$ cat src/rtl/svnet_reg_fifo_mp.sv
// Multi-lane register FIFO: up to LANES words pushed and popped per clock.
// Circular storage with modulo-DEPTH head/tail pointers (any DEPTH >= 1),
// almost-full threshold, flush, and sticky overflow/underflow flags.
module svnet_reg_fifo_mp #(
  parameter int WIDTH = 1,
  parameter int DEPTH = 4,
  parameter int LANES = 1,
  parameter int AFULL = DEPTH - 1,
  localparam int SW = $clog2(DEPTH) + 1,
  localparam int CW = $clog2(LANES) + 1
) (
  input  logic                   clk,
  input  logic                   rst,
  input  logic                   flush,
  output logic [SW-1:0]          free_space,
  input  logic [CW-1:0]          write_count,
  input  logic [LANES*WIDTH-1:0] write_data,
  output logic [SW-1:0]          used_space,
  output logic [LANES*WIDTH-1:0] read_data,
  input  logic [CW-1:0]          read_count,
  output logic                   almost_full,
  output logic                   overflow,
  output logic                   underflow
);

  localparam int PW = (DEPTH > 1) ? $clog2(DEPTH) : 1;

  logic [WIDTH-1:0] mem [DEPTH];
  logic [PW-1:0]    head;
  logic [PW-1:0]    tail;
  logic [SW-1:0]    count;

  logic             wr_ok;
  logic             rd_ok;
  logic [SW-1:0]    wc_ext;
  logic [SW-1:0]    rc_ext;
  logic [PW-1:0]    head_adv;
  logic [PW-1:0]    tail_adv;
  logic [PW-1:0]    wr_idx [LANES];
  logic [PW-1:0]    rd_idx [LANES];

  // ptr + n never exceeds 2*DEPTH-1, so a single conditional subtract wraps it
  function automatic logic [PW-1:0] wrap(input logic [PW:0] sum);
    if (sum >= (PW+1)'(DEPTH))
      return PW'(sum - (PW+1)'(DEPTH));
    else
      return PW'(sum);
  endfunction

  assign used_space = count;
  assign free_space = SW'(DEPTH) - count;

  // almost_full decoded from the count register only
  generate
    if (AFULL == 0) begin : g_af_always
      assign almost_full = 1'b1;
    end else begin : g_af_cmp
      assign almost_full = (count >= SW'(AFULL));
    end
  endgenerate

  // Acceptance decisions, advanced pointers and per-lane entry indices
  always_comb begin
    wc_ext   = SW'(write_count);
    rc_ext   = SW'(read_count);
    wr_ok    = (wc_ext <= free_space);
    rd_ok    = (rc_ext <= count);
    tail_adv = wrap((PW+1)'(tail) + (PW+1)'(write_count));
    head_adv = wrap((PW+1)'(head) + (PW+1)'(read_count));
    for (int unsigned i = 0; i < LANES; i++) begin
      wr_idx[i] = wrap((PW+1)'(tail) + (PW+1)'(i));
      rd_idx[i] = wrap((PW+1)'(head) + (PW+1)'(i));
    end
  end

  // Read lanes present the oldest entries straight from storage
  always_comb begin
    read_data = '0;
    for (int unsigned i = 0; i < LANES; i++) begin
      read_data[i*WIDTH +: WIDTH] = mem[rd_idx[i]];
    end
  end

  // Pointer, count and sticky flag update; flush overrides push/pop
  always_ff @(posedge clk) begin
    if (rst) begin
      head      <= '0;
      tail      <= '0;
      count     <= '0;
      overflow  <= 1'b0;
      underflow <= 1'b0;
    end else if (flush) begin
      head  <= '0;
      tail  <= '0;
      count <= '0;
    end else begin
      if (wr_ok) tail <= tail_adv;
      else       overflow <= 1'b1;
      if (rd_ok) head <= head_adv;
      else       underflow <= 1'b1;
      count <= count + (wr_ok ? wc_ext : '0) - (rd_ok ? rc_ext : '0);
    end
  end

  // Storage write: accepted lanes land at consecutive entries from tail
  always_ff @(posedge clk) begin
    if (rst) begin
      for (int unsigned i = 0; i < DEPTH; i++) begin
        mem[PW'(i)] <= '0;
      end
    end else if (!flush && wr_ok) begin
      for (int unsigned i = 0; i < LANES; i++) begin
        if (CW'(i) < write_count)
          mem[wr_idx[i]] <= write_data[i*WIDTH +: WIDTH];
      end
    end
  end

  // Usage checks; over-capacity requests are still rejected by the logic above
  always_ff @(posedge clk) begin
    if (!rst) begin
      assert (write_count <= CW'(LANES));
      assert (read_count <= CW'(LANES));
      assert (wr_ok) else $warning("write_count exceeds free_space");
      assert (rd_ok) else $warning("read_count exceeds used_space");
    end
  end

endmodule

$ cat config.mk
export PLATFORM = sky130hd
export DESIGN_NAME = svnet_reg_fifo_mp
export DESIGN_NICKNAME = d
export VERILOG_FILES = /design/src/rtl/svnet_reg_fifo_mp.sv
export SDC_FILE = /design/constraint.sdc
export NUM_CORES = 1
export LEC_CHECK = 0
export ABC_AREA = 0
export CORE_MARGIN = 5
export CORE_UTILIZATION = 60
export DETAILED_ROUTE_END_ITERATION = 16
export DONT_BUFFER_PORTS = 1
export PLACE_DENSITY = 0.85
export SKIP_LAST_GASP = 1
export SLEW_MARGIN = 5
export SYNTH_ARGS = -nofsm -noshare
export SYNTH_HDL_FRONTEND = slang
export SYNTH_SLANG_ARGS = --single-unit
$ cat constraint.sdc
create_clock -name clk -period 6.7 [get_ports clk]
set_input_delay 0.67 -clock clk [delete_from_list [all_inputs] [get_ports clk]]
set_output_delay 0.67 -clock clk [all_outputs]
set_load 0.005 [all_outputs]
-- Word level (Yosys, flattened, before mapping)
Memory sizes are Yosys's and may differ from the RTL's.
Cells that the tools add are included.
- output and inout bits: 10
- memories: 1
- memory bits (writable): 4
- memory bits (read-only): 0
- bits of input ports: 6
- bits in latches: 0
- flip-flop bits (word level): 9
- logic and storage cells: 47
- reduce and logical (&&, ||, !) cells: 6
- shifts and indexed selects: 0
- multipliers: 0
- $add $sub $neg: 9
- magnitude comparators: 8
- equality and inequality tests: 0
- bitwise gates (word level): 3
- muxes and demuxes: 15
- div/mod/pow operators: 0
- memory list (memory ; words ; width ; read ports ; clocked after Yosys merged registers in ; wr ports ; line ; source):
    mem ; 4 ; 1 ; 1 ; 0 ; 4 ; 28 ; logic [WIDTH-1:0] mem [DEPTH];
- operator list (kind ; count):
    2-to-1 mux 1 bit ; 10
    2-to-1 mux 2 bit ; 5
    subtractor 2 x 1 -> 2 bit (second input constant) ; 4
    adder 2 x 1 -> 3 bit ; 2
    >= comparator 2 x 3 -> 1 bit (second input constant) ; 2
    >= comparator 3 bit (second input constant) ; 2
    less-or-equal comparator 1 x 3 -> 1 bit ; 2
    AND reduction 2 bit ; 2
    adder 3 x 1 -> 3 bit ; 1
    >= comparator 3 x 2 -> 1 bit (second input constant) ; 1
    NOT 1 bit ; 3
    subtractor 3 x 1 -> 3 bit ; 1
    subtractor 3 bit (first input constant) ; 1
    OR reduction 2 bit ; 1
    logical AND 1 bit ; 1
    logical NOT 1 bit ; 1
    < comparator 1 bit (first input constant) ; 1
    OR reduction 1 bit ; 1

-- Logic depth before layout (Yosys ltp)
Gate-level depths: netlist of run 1.
- word-level depth: 8
- depth in mapped cells: 11

-- Worst setup path after synthesis of run 1
OpenSTA, ideal clock, no wires.
- kind: input port to flip-flop
- start point: input write_count
- end point: register count[1] (netlist: used_space[1])
- slack: 4063 ps
- setup time: 115 ps
- arrival time: 2522 ps
- required time: 6585 ps
- stages: 9
- path through: inv_1 -> ha_1 -> or3_1 -> o21ai_4 -> ha_1 -> inv_1 -> ha_1 -> fa_1 -> and2_1
- word-level cells in the longest chain between the ends: 4
- RTL lines (what ; line ; source):
    start, declared ; 16 ; input logic [CW-1:0] write_count,
    less-or-equal comparator 1 x 3 -> 1 bit ; 66 ; wr_ok = (wc_ext <= free_space);
    2-to-1 mux 1 bit (*) ; 101 ; count <= count + (wr_ok ? wc_ext : '0) - (rd_ok ? rc_ext : '0);
    adder 3 x 1 -> 3 bit (*) ; 101 ;
    subtractor 3 x 1 -> 3 bit (*) ; 101 ;
    end signal, assigned ; 101 ;
    end, declared ; 31 ; logic [SW-1:0] count;
Every way passes the cells marked *; elsewhere a longest branch is shown, timed or not.
A chain may end at the register's enable or synchronous reset.

-- Final worst setup path of run 1
- start point: register count[0] (netlist: used_space[0])
- end point: register count[1] (netlist: used_space[1])
- word-level cells in the longest chain between the ends: 5
- elaborated cells between the ends (all ways): 7
- classes of those cells: 3 x add/sub; 2 x order compare; 2 x mux
- RTL lines (what ; line ; source):
    subtractor 3 bit ; 51 ; assign free_space = SW'(DEPTH) - count;
    named net free_space[1] ; 15 ; output logic [SW-1:0] free_space,
    less-or-equal comparator 1 x 3 -> 1 bit ; 66 ;
    2-to-1 mux 1 bit ; 101 ;
    adder 3 x 1 -> 3 bit ; 101 ;
    subtractor 3 x 1 -> 3 bit ; 101 ;
The timed path passes the listed nets, and every way through them passes these cells.

==> metrics.md, run 1 <==
| Metric | Value |
|---|---|
| Max-slew headroom | `0.721` |
| Clk buf depth | `2` |
| FF-to-FF Start | `used_space[0]$_SDFF_PP0_` |
| Hold WC Path Type | `in -> reg` |
| Critical path arrival | `3.01 ns` |
| Synth warn | `0` |
| Filler Cell Count | `around 110` |
| CTS Root Buffer Type | `clkbuf_4` |
| Sequential element share of the synthesized area | `0.411` |
| Run status | `completed` |
| Largest net degree at the start of global routing | `10` |
| Crit path launch | `used_space[0]$_SDFF_PP0_` |
| Initial antenna violation count | `0` |
| Overflow after GRT | `0` |
| Setup Viol. Count Final | `0` |
| CP Capture Type | `register` |
| Worst path required time | `roughly 7 ns` |
| Antenna Nets Post-Route | `0` |
| LEAKAGE | `0.368 nW` |
| N_diodes | `0` |
| Slew Viols, Final | `0` |
| Worst-Skew Late Latency | `0.28 ns` |
| EDFF count, synth | `4` |
| R2R setup slack | `3.87 ns` |
| GP Congestion | `0.780` |
| DP HPWL | `1.23 mm` |
| Post-CTS Setup Inserts | `0` |
| Fin. Hold Viols | `0` |
| Hold buffers post-CTS | `0` |
| CTS Sinks | `15` |
| Worst-path clk slew | `0.09 ns` |
| Via density | `6.14` |
| Port buffer count | `0` |
| Starting density of the core | `0.636` |
| R2r endpoint | `used_space[1]$_SDFF_PP0_` |
| Hold slack | `0.445 ns` |
| Nets | `102` |
| H-tree depth | `1` |
| Area used by multi-input combinational logic | `434 um2` |
| Core Area | `around 0.0013 mm2` |
| WHS Path Cells | `1` |
| Global-route wire length before repair | `2.70 mm` |
| Max-Cap Viols | `0` |
| Synthesized area | `827 um2` |
| Asr flop ratio synth | `0` |
| Routed Wire Length | `roughly 1.6 mm` |
| Top FF cell, synth | `dfxtp_1` |
| Initial DRC Count | `22` |
| Post-CTS sizing | `0` |
| Die Wd | `47.1 um` |
| Actual slew at the worst max-slew pin | `0.413 ns` |
| Number of global-route vias before repair | `640` |
| Final period util | `0.422` |
| Syn Nets | `98` |
| Die Span Y | `47.1 um` |
| Yosys cell types | `28` |
| Critical Path Source Type | `register` |
| FF+latch count, synth | `15` |
| TritonCTS clock tree | `built` |
| Seq. cell area | `340 um2` |
| Period minus WS final | `between 2 and 3 ns` |
| Most frequent cells in the layout | `inv_1 (11), dfxtp_1 (11), ha_1 (10)` |
| Worst hold path startpoint | `rst` |
| WL per Instance | `15.8 um` |
| Max VDD drop | `between 0.0001 and 0.00015 V` |
| Setup TNS | `0 ns` |
| Clock skew | `between 0.0015 and 0.002 ns` |
| Drt first pass iters | `4` |
| IO Pins | `16` |
| Avg Synthesized Cell Area | `approximately 10 um2` |
| Hold Path End | `overflow$_SDFFE_PP0P_` |
| F_max | `354 MHz` |
| RSZ-0062 raised after global routing | `no` |
| Post-synthesis cell count | `81` |
| Vias | `608` |
| Cts bufs inserted | `3` |
| Residual DRC | `0` |
| Crit path kind | `reg -> reg` |
| Worst r2r path cells | `9` |
| Cell row count | `13` |
| Critical path peak fanout | `9` |
| Share of cells above drive strength 1 | `0.107` |
| Die ar. | `0.00222 mm2` |
| Total Routing Usage GR | `0.179` |
| PD cells | `267 mW/mm2` |
| Area delta synth->final | `4.69%` |
per-layer routing:
| layer | wire length, um | global-route usage | part of all wire |
|---|---|---|---|
| met4 | 26 | 0.110 | 0.017 |
| met2 | 779 | 0.290 | 0.50 |
| met5 | 0 | 0 | 0 |
| met1 | 633 | 0.199 | 0.40 |
| met3 | 128 | 0.0651 | 0.082 |
power breakdown:
| group | internal (W) | total [W] | leakage [nW] | switching, W |
|---|---|---|---|---|
| clock network | 0.0000221 | 0.0000524 | 0.0177 | 0.0000303 |
| logic | 0.0000286 | 0.0000675 | 0.219 | 0.0000389 |
| registers | 0.000101 | 0.000111 | 0.131 | 0.00000955 |
| total | 0.000152 | 0.000231 | 0.368 | 0.0000787 |
worst max-delay path by stage:
stage / end / slack [ns] / cells after the start
after floorplan: used_space[1]$_SDFF_PP0_ / 4.06 / 9
after global placement: used_space[1]$_SDFF_PP0_ / 3.98 / 9
after detailed placement: used_space[1]$_SDFF_PP0_ / 3.88 / 9
after CTS: used_space[1]$_SDFF_PP0_ / 3.87 / 9
after global routing: used_space[1]$_SDFF_PP0_ / 3.74 / 9
final: used_space[1]$_SDFF_PP0_ / 3.87 / 9
area by class of cell:
cell class / count / area share
inverter: 12 / 0.0520
multi-input combinational: 53 / 0.501
clock inverter: 1 / 0.00578
sequential: 15 / 0.393
tap: 15 / 0.0217
clock buffer: 3 / 0.0260
per-stage QoR:
stage               power (W)  cell area, um2  setup WS, ns  utilization  instances
floorplan            0.000167             827          4.06            -         81
global placement     0.000175             838          3.98        0.644         95
detailed placement   0.000181             838          3.88        0.644         95
CTS                  0.000232             866          3.87        0.665         99
global route         0.000251             866          3.74        0.665         99
finish               0.000231             866          3.87        0.665         99
worst max-delay path: stages, from the launching register on:
cell and delay (ns):
dfxtp_1 0.53, inv_1 0.08, ha_1 0.34, or3_1 0.44
o21ai_4 0.26, ha_1 0.28, inv_1 0.05, ha_1 0.17
fa_1 0.43, and2_1 0.15
logic make-up (layout without fill, tap and decap cells):
| kind of cell | count (synthesis) | after routing | share of synthesized area |
|---|---|---|---|
| and+or+nand+nor | 22 | 22 | 0.138 |
| AOI/OAI and AO/OA | 15 | 15 | 0.139 |
| DFF | 15 | 15 | 0.412 |
| buffers and inverters | 13 | 16 | 0.0635 |
| adders and majority gates | 11 | 11 | 0.175 |
| muxes | 3 | 3 | 0.0514 |
| xor gates and xnor gates | 2 | 2 | 0.0212 |
Yosys cell counts (all sizes together), types with 3 or more instances:
library cell / instances / share of area
inv: 12 / 0.054
dfxtp: 11 / 0.27
ha: 10 / 0.15
nand2: 5 / 0.023
nor2: 5 / 0.023
edfxtp: 4 / 0.15
o41ai: 4 / 0.042
a21oi: 3 / 0.018
nor4: 3 / 0.023
o21ai: 3 / 0.032
Note: power is estimated with default switching activity, not from simulation.
==> inputs of run 2 (changes only) <==
- CORE_UTILIZATION: 60 -> 53
- PLACE_DENSITY: 0.85 -> 0.8
- clock period: 6.7 -> 2.5 ns (I/O delays scaled with it)
==> metrics.md, run 2 (synthesis gave the netlist of run 1 again) <==
| Metric | Value |
|---|---|
| Vias | `594 (was 608)` |
| R2r endpoint | `used_space[1]$_SDFF_PP0_ (unchanged)` |
| CTS Sinks | `15 (unchanged)` |
| Overflow after GRT | `0 (unchanged)` |
| Combinational share of power | `0.331 (was 0.293)` |
| Die Wd | `49.5 um (was 47.1 um)` |
| Core Area | `0.00149 mm2 (was 0.00130 mm2)` |
| IO Pins | `16 (unchanged)` |
| Slew Viols, Final | `0 (unchanged)` |
| Max-slew headroom | `0.757 (was 0.721)` |
| Sw Ratio | `0.330 (was 0.341)` |
| Setup Viol. Count Final | `0 (unchanged)` |
| Cell row count | `14 (was 13)` |
| Share of cells above drive strength 1 | `0.205 (was 0.107)` |
| Clk buf depth | `2 (unchanged)` |
| Die ar. | `0.00245 mm2 (was 0.00222 mm2)` |
| Starting density of the core | `0.555 (was 0.636)` |
| Worst setup slack after placement | `0.0567 ns (was 3.88 ns)` |
| GP Congestion | `0.743 (was 0.780)` |
| Worst path required time | `2.68 ns (was 6.89 ns)` |
| F_max | `422 MHz (was 354 MHz)` |
| Critical path arrival | `2.55 ns (was 3.01 ns)` |
| R2R setup slack | `0.13 ns (was 3.87 ns)` |
| LEAKAGE | `0.393 nW (was 0.368 nW)` |
| Setup crit end | `used_space[1]$_SDFF_PP0_ (unchanged)` |
| FF-to-FF Start | `used_space[0]$_SDFF_PP0_ (unchanged)` |
| H-tree depth | `1 (unchanged)` |
| Most frequent cells in the layout | `inv_1 (11), ha_1 (9), dfxtp_1 (9) (was inv_1 (11), dfxtp_1 (11), ha_1 (10))` |
| Seq pwr share | `0.456 (was 0.480)` |
| Initial antenna violation count | `0 (unchanged)` |
| Crit path launch | `used_space[0]$_SDFF_PP0_ (unchanged)` |
| Period minus WS final | `2.37 ns (was 2.83 ns)` |
| Die Span Y | `49.5 um (was 47.1 um)` |
| Worst r2r path cells | `9 (unchanged)` |
| Switching pwr | `0.000212 W (was 0.0000787 W)` |
| Setup TNS | `0 ns (unchanged)` |
| Cts bufs inserted | `3 (unchanged)` |
| Antenna Nets Post-Route | `0 (unchanged)` |
| Clk pwr share | `0.213 (was 0.227)` |
| Via density | `5.71 (was 6.14)` |
| PD cells | `698 mW/mm2 (was 267 mW/mm2)` |
| Final worst slack | `0.128 ns (was 3.87 ns)` |
| CTS Root Buffer Type | `clkbuf_4 (unchanged)` |
| Total power draw | `0.000642 W (was 0.000231 W)` |
| Crit path kind | `reg -> reg (unchanged)` |
| WL per Instance | `14.0 um (was 15.8 um)` |
| Area delta synth->final | `11.2% (was 4.69%)` |
| Port buffer count | `0 (unchanged)` |
| Hold WC Path Type | `in -> reg (unchanged)` |
| Max VDD drop | `0.000583 V (was 0.000142 V)` |
| Critical path peak fanout | `4 (was 9)` |
| Final period util | `0.949 (was 0.422)` |
| Worst-path clk slew | `0.09 ns (about the same)` |
| Critical Path Source Type | `register (unchanged)` |
| Max-Cap Viols | `0 (unchanged)` |
| Global-route wire length before repair | `2.57 mm (was 2.70 mm)` |
| Hold slack | `0.0256 ns (was 0.445 ns)` |
| Final instance area | `920 um2 (was 866 um2)` |
| Hold buffers post-CTS | `0 (unchanged)` |
| Commonest non-fill, non-tap cell in the layout | `inv_1` |
| Residual DRC | `0 (unchanged)` |
| Number of global-route vias before repair | `557 (was 640)` |
| DP HPWL | `1.15 mm (was 1.23 mm)` |
| N_diodes | `0 (unchanged)` |
| Fin. Hold Viols | `0 (unchanged)` |
| TritonCTS clock tree | `built (unchanged)` |
| Worst-Skew Late Latency | `0.28 ns (about the same)` |
| Initial DRC Count | `9 (was 22)` |
| Clock skew | `0.000578 ns (was 0.00169 ns)` |
| Largest net degree at the start of global routing | `10 (unchanged)` |
| Nets | `106 (was 102)` |
| Run status | `completed (unchanged)` |
| CP Capture Type | `register (unchanged)` |
| Total Routing Usage GR | `0.134 (was 0.179)` |
| RSZ-0062 raised after global routing | `no (unchanged)` |
| Int Power | `0.000430 W (was 0.000152 W)` |
| Routed Wire Length | `1.46 mm (was 1.57 mm)` |
| Drt first pass iters | `4 (unchanged)` |
| Actual slew at the worst max-slew pin | `0.363 ns (was 0.413 ns)` |
| Area after DPL | `877 um2 (was 838 um2)` |
## run 2: final cells by class
cell class	instances	area, um2
multi-input combinational	53	454
inverter	12	45.0
timing repair buffer	4	30.0
clock buffer	3	22.5
clock inverter	1	5.00
tap	16	20.0
fill	121	569
sequential	15	343
## run 2: worst min-delay path by stage
stage	startpoint	to	slack (ns)	cells after the start
2_1_floorplan	rst	overflow$_SDFFE_PP0P_	0.32	1
3_3_place_gp	rst	underflow$_SDFFE_PP0P_	0.32	1
3_5_place_dp	rst	underflow$_SDFFE_PP0P_	0.33	1
4_1_cts	rst	underflow$_SDFFE_PP0P_	0.01	1
5_1_grt	rst	underflow$_SDFFE_PP0P_	0.01	1
6_report	rst	underflow$_SDFFE_PP0P_	0.03	1
## run 2: routing by layer
metal  vias up  GRT usage  part of all wire
met1       276      0.165              0.41
met2        12      0.212              0.53
met5         -          0                 0
met4         0     0.0262            0.0082
li1        304          -                 -
met3         2     0.0633             0.054
## run 2: what timing repair did
| item | in CTS | in global routing |
|---|---|---|
| gates resized for setup | 0 | 2 |
| endpoints found under the setup margin | 0 | 2 |
| setup buffers | 0 | 0 |
## run 2: worst max-delay path, stage by stage (launching register included)
cell     delay [ns]
dfxtp_2        0.37
inv_1          0.08
ha_4           0.25
or3_4          0.41
o21ai_4        0.17
ha_1           0.25
inv_1          0.06
ha_1           0.15
fa_1           0.40
and2_1         0.14
## run 2: power by group through the flow
| stage | clock [W] | combinational [W] | sequential, W |
|---|---|---|---|
| after floorplan | 0 | 0.000157 | 0.000296 |
| after global routing | 0.000152 | 0.000244 | 0.000296 |
| after detailed placement | 0 | 0.000202 | 0.000298 |
| after CTS | 0.000143 | 0.000203 | 0.000293 |
| after global placement | 0 | 0.000191 | 0.000297 |
| final | 0.000137 | 0.000213 | 0.000293 |
## run 2: stage by stage
step                cells   util
floorplan              81      -
global placement      100  0.589
detailed placement    100  0.589
CTS                   104  0.608
global route          104  0.618
finish                104  0.618
==> inputs of run 3 (changes only) <==
- SLEW_MARGIN: 5 -> 20
==> results of run 3 <==
No change in the layout: final DEF, timing and power equal those of run 2.
